==> config.mk <==
export PLATFORM = sky130hd
export DESIGN_NAME = countdown_timer
export DESIGN_NICKNAME = d
export VERILOG_FILES = /design/src/rtl/countdown_timer.sv
export SDC_FILE = /design/constraint.sdc
export NUM_CORES = 1
export LEC_CHECK = 0
export CORE_UTILIZATION = 43
export DETAILED_ROUTE_END_ITERATION = 16
export DONT_BUFFER_PORTS = 1
export PLACE_DENSITY = 0.61
export RECOVER_POWER = 50
export SLEW_MARGIN = 40
export SYNTH_ARGS = -nofsm -noshare
export SYNTH_HDL_FRONTEND = slang
export SYNTH_SLANG_ARGS = --single-unit
==> constraint.sdc <==
create_clock -name clk -period 2.5 [get_ports clk]
set_input_delay 0.25 -clock clk [delete_from_list [all_inputs] [get_ports clk]]
set_output_delay 0.25 -clock clk [all_outputs]
set_load 0.03 [all_outputs]
==> src/rtl/countdown_timer.sv <==
// ============================================================================
//  Module   : countdown_timer
//  Brief    : Loadable down-counter with pause, auto-reload and a one-cycle
//             terminal-count pulse. Two-state IDLE/RUN control.
//  Revision : 1.0
// ============================================================================
`default_nettype none

module countdown_timer #(
    parameter int WIDTH = 8
) (
    input  logic             clk,
    input  logic             reset,
    input  logic             load,
    input  logic [WIDTH-1:0] load_value,
    input  logic             en,
    input  logic             auto_reload,
    output logic [WIDTH-1:0] count,
    output logic             busy,
    output logic             tc,
    output logic             zero
);

    typedef enum logic [0:0] {
        IDLE = 1'b0,
        RUN  = 1'b1
    } state_t;

    localparam logic [WIDTH-1:0] c_zero = '0;
    localparam logic [WIDTH-1:0] c_one  = WIDTH'(1);

    state_t           state_q, state_d;
    logic [WIDTH-1:0] count_q, count_d;
    logic [WIDTH-1:0] reload_q, reload_d;
    logic             tc_q, tc_d;

    always_comb begin
        state_d  = state_q;
        count_d  = count_q;
        reload_d = reload_q;
        tc_d     = 1'b0;

        if (load) begin
            count_d  = load_value;
            reload_d = load_value;
            state_d  = (load_value != c_zero) ? RUN : IDLE;
        end else if (state_q == RUN && en) begin
            if (count_q > c_one) begin
                count_d = count_q - c_one;
            end else if (count_q == c_one) begin
                tc_d = 1'b1;
                if (auto_reload) begin
                    count_d = reload_q;
                end else begin
                    count_d = c_zero;
                    state_d = IDLE;
                end
            end else begin
                // A zero count in RUN is unreachable; fall back to IDLE silently.
                state_d = IDLE;
            end
        end
    end

    always_ff @(posedge clk or posedge reset) begin
        if (reset) begin
            state_q  <= IDLE;
            count_q  <= c_zero;
            reload_q <= c_zero;
            tc_q     <= 1'b0;
        end else begin
            state_q  <= state_d;
            count_q  <= count_d;
            reload_q <= reload_d;
            tc_q     <= tc_d;
        end
    end

    assign count = count_q;
    assign busy  = (state_q == RUN);
    assign tc    = tc_q;
    assign zero  = (count_q == c_zero);

endmodule

`default_nettype wire

After elaboration in Yosys (flattened, before gate mapping)
Index checks and enable logic that the tools add are counted.
- bits in registers: 18
- bits in latches: 0
- RAM bits: 0
- bits in read-only memories: 0
- bits of input ports: 13
- logic and storage cells: 31
- memories kept: 0
- $add $sub $neg: 1
- multiply operators: 0
- divide/modulo/power cells: 0
- order comparisons: 1
- equality and inequality tests: 3
- shifts and indexed selects: 0
- muxes and demuxes: 15
- bitwise logic cells: 0
- reductions and logical operators: 7
- operators with widths (operator ; count):
    $mux W8 ; 5
    $mux W1 ; 10
    $eq A8 B1 Y1 const B ; 1
    $gt A8 B1 Y1 const B ; 1
    $logic_not A8 Y1 ; 1
    $reduce_bool A8 Y1 ; 1
    $sub A8 B1 Y8 const B ; 1
    $ne A3 B3 Y1 const B ; 1
    $reduce_and A3 Y1 ; 1
    $reduce_bool A3 Y1 ; 1
    $ne A2 B2 Y1 const B ; 1
    $reduce_and A2 Y1 ; 1
    $reduce_bool A2 Y1 ; 1
    $logic_and A1 B1 Y1 ; 1

Logic depth before layout (Yosys ltp)
- depth after elaboration: 5
- mapped depth: 8
- gate-level depth less buffers: 6

Worst setup path after synthesis
No wires, ideal clock.
- path kind: flip-flop to flip-flop
- from: register count_q[0], in the netlist count[0]
- to: register count_q[3], in the netlist count[3]
- setup time: 0.134 ns
- data arrival time: 1.977 ns
- required time: 2.366 ns
- slack: 0.389 ns
- cell stages (with the launch flop): 9
- period minus slack after synthesis: 2.111 ns
- cell sequence: dfrtp_1 -> inv_1 -> ha_1 -> buf_6 -> or2_1 -> and3_1 -> buf_6 -> a311oi_1 -> o22ai_1
- word-level cells in the longest chain between the ends: 4
- elaborated cells on any way between the ends: 8
- those cells by class: add/sub: 1; order compare: 1; eq/ne: 1; mux: 3; reduce/logical: 2
- ends and longest elaborated chain (item ; line ; text):
    from (decl) ; 33 ; logic [WIDTH-1:0] count_q, count_d;
    from (signal assigned) ; 68 ; count_q <= c_zero;
    from (signal assigned) ; 73 ; count_q <= count_d;
    $sub A8 B1 Y8 or $gt A8 B1 Y1 (tied branches) ; 49, 48 ;
    $mux W8 ; 48 ; if (count_q > c_one) begin
    $mux W8 ; 47 ; end else if (state_q == RUN && en) begin
    $mux W8 ; 43 ; if (load) begin
Several ways; a longest one is shown, not always the timed one. The select of a mux whose other input is x is not followed.
A chain may end at the register's enable or synchronous reset.

Worst setup path in the final report
- from: register count_q[3], in the netlist count[3]
- to: output port zero
- word-level cells in the longest chain between the ends: 1
- ends and longest elaborated chain (item ; line ; text):
    $logic_not A8 Y1 ; 82 ; assign zero = (count_q == c_zero);
    to (decl) ; 21 ; output logic zero
Every way passes these cells.

==> results.yml <==
power_and_ir_drop:
  power_switching_mw: 0.333
  power_density_nw_per_um2: 692
  p_seq_share_pct: 48.2
  sw_frac_of_total_pct: 39.0
  power.leakage_nw: 0.527
  internal_power_mw: 0.521
  ir_drop_v: 0.000386
  power_frac_comb_pct: 30.6
  pwr-share-clk_pct: 21.2
final_layout:
  area_growth_pct: 3.46
  final_nets: 145
  drive_gt1_share_pct: 12.5
  num-fill-cells: 258
  insertedDiodeCount: 0
  regArea_um2: 450
  fin_cells: 158
  multi_input_area_um2: 621
cts:
  cts_tree: "done"
  cts_buffer_depth: 2
  insertion_delay_ns: 0.29
  clock-sinks: 18
  post-cts-setup-buffers: 0
  ctsRootBufferMaster: "clkbuf_4"
  cts.htree.levels: 1
  cts_buffers: 3
  path_clk_slew_ns: 0.10
floorplanning:
  die_x_um: 54.7
  core-area_um2: 2540
  die_area_um2: 2990
  io_pins: 24
  start_util_pct: 46.9
  die_y_um: 54.7
  placementRows: 18
sta:
  period_share_pct: 88.2
  fin_skew_ns: 0.00444
  slew_headroom_pct: 55.6
  final.setup.tns_ns: 0
  hold_viol_final: 0
  tightest_slew_ns: 0.666
  grt_setup_unrepaired: "no"
  fmax_mhz: 454
  fin_hold_ws_ns: 0.0234
  min_period_ns: 2.20
  maxSlewViolCount: 0
  setup_viol: 0
placed_design:
  globalplace.congestion: 0.861
  placedCellCount: 153
  place_hpwl_mm: 2.06
  io_buffers: 0
logic_synthesis:
  yosys.area.top_type: "dfrtp_1"
  synth_nets: 144
  synth_top_cells_by_count: "dfrtp_1, inv_1, nand2_1"
  ys_seq_area_share_pct: 37.8
  synth_flop_cell: "dfrtp_1"
  synth_area_um2: 1190
  async_flop_share_pct: 100
  yosys_warnings: 0
  ys_types: 43
  syn_area_per_cell_um2: 9.32
  ys_ff_latch: 18
  synthCells: 128
  post-synth-top-count-cell: "dfrtp_1"
  yosys-top-cells-area: "dfrtp_1, buf_6, inv_1"
  synth_top_area_share_pct: 37.8
  synth-edff-count: 0
detailed_routing:
  drtPass1Iterations: 4
  vias: 974
  drtAntennaViolNets: 0
  routed_wl_mm: 2.77
  vias_per_cell: 6.16
  drc_errors: 0
  drt-initial-drc-count: 33
  wl_per_cell_um: 17.5
hold_path:
  worstHoldStart: "load"
  min_path_type: "input port to register"
grt:
  grt_pass1_vias: 932
  grt_start_max_net_pins: 36
  track_usage_pct: 21.3
  grt_first_pass_wirelength_mm: 4.50
  antenna_found_initial: 0
  overflow: 0
critical_path:
  critPathRequiredTime_ns: 2.25
  endpoint_kind: "output port"
  criticalPathCategory: "register to output port"
  rr_startpoint: "count[0]"
  critical_path.startpoint_type: "register"
  cp-startpoint: "count[3]"
  worst-path-max-fanout: 11
  arrival_ns: 1.95
run_status:
  status: "complete, no violations"
flow_run:
  cap_violations: 0
## sequential cells by signal (all words and copies together), names as in the netlist
| signal | count |
|---|---|
| tc | 1 |
| count | 8 |
| busy | 1 |
| reload_q | 8 |
## cells in the final DEF, fill, tap and decap left out, types with 2 or more instances in the layout
master	netlist	final
dfrtp_1	18	18
inv_1	13	13
nand2_1	12	12
o21ai_0	7	7
nor3_1	7	7
a31oi_1	6	6
nor2_1	5	5
buf_4	0	4
o31a_1	3	3
nand3_1	3	3
mux2i_1	3	3
ha_1	3	3
clkbuf_4	0	3
mux2_2	2	2
nor4_4	2	2
or2_1	2	2
and3_1	2	2
a21o_1	2	2
nor2b_1	2	2
a211o_1	2	2
a311oi_1	2	2
o22ai_1	2	2
nor4_1	2	2
## power by group through the flow
stage | Combinational, mW | Clock, mW | Sequential, mW
after floorplan | 0.195 | 0 | 0.429
after global placement | 0.258 | 0 | 0.414
after detailed placement | 0.259 | 0 | 0.417
after CTS | 0.261 | 0.184 | 0.411
after global routing | 0.290 | 0.194 | 0.417
final | 0.261 | 0.181 | 0.411
## through the flow
| step | utilization (%) | setup slack, ns | total power, mW | cell area, µm² |
|---|---|---|---|---|
| floorplan | - | 0.389 | 0.624 | 1190 |
| global placement | 46.7 | 0.440 | 0.672 | 1190 |
| detailed placement | 46.7 | 0.370 | 0.675 | 1190 |
| CTS | 48.5 | 0.319 | 0.856 | 1230 |
| global route | 48.5 | 0.166 | 0.901 | 1230 |
| finish | 48.5 | 0.295 | 0.853 | 1230 |
## final timing paths
kind / to / slack, ns / depth (start not counted)
min in group asynchronous: busy / 0.48 / 2
max: zero / 0.30 / 2
max reg2reg: count[7] / 0.34 / 6
max in group asynchronous: count[5] / 1.60 / 2
min: tc / 0.02 / 1
min reg2reg: reload_q[5] / 0.53 / 1
## per-layer routing
layer / wire length (µm) / share of wire, % / track usage, % / vias to the layer above
met4: 27 / 0.98 / 6.41 / 0
met2: 1220 / 44 / 30.5 / 39
met5: 0 / 0 / 0 / -
met3: 241 / 8.7 / 3.33 / 4
met1: 1270 / 46 / 32.2 / 459
li1: - / - / - / 472
## critical path, stage by stage (launching register included)
cell and delay (ns):
dfrtp_1 0.61, nor2_1 0.59, and3_1 0.45
## layout make-up
cell class	count	area share (%)
multi-input cells	88	50.3
flip-flops and latches	18	36.5
inverters	13	3.96
repair buffers	5	3.25
well taps	30	3.04
clock buffers	4	2.94
## cells by family after synthesis
logic type      synth area share [%]
buf+inv                         10.2
simple gates                    21.0
xor+xnor                       0.735
compound gates                  22.8
flops                           37.8
mux                             4.41
fa+ha+maj                       3.15
## repair_timing
item                       in CTS  in global routing
gates resized for setup         0                  0
setup endpoints to repair       0                  0
hold buffers                    1                  0
hold endpoints to repair       18                  0
(Power assumes the default switching activity.)
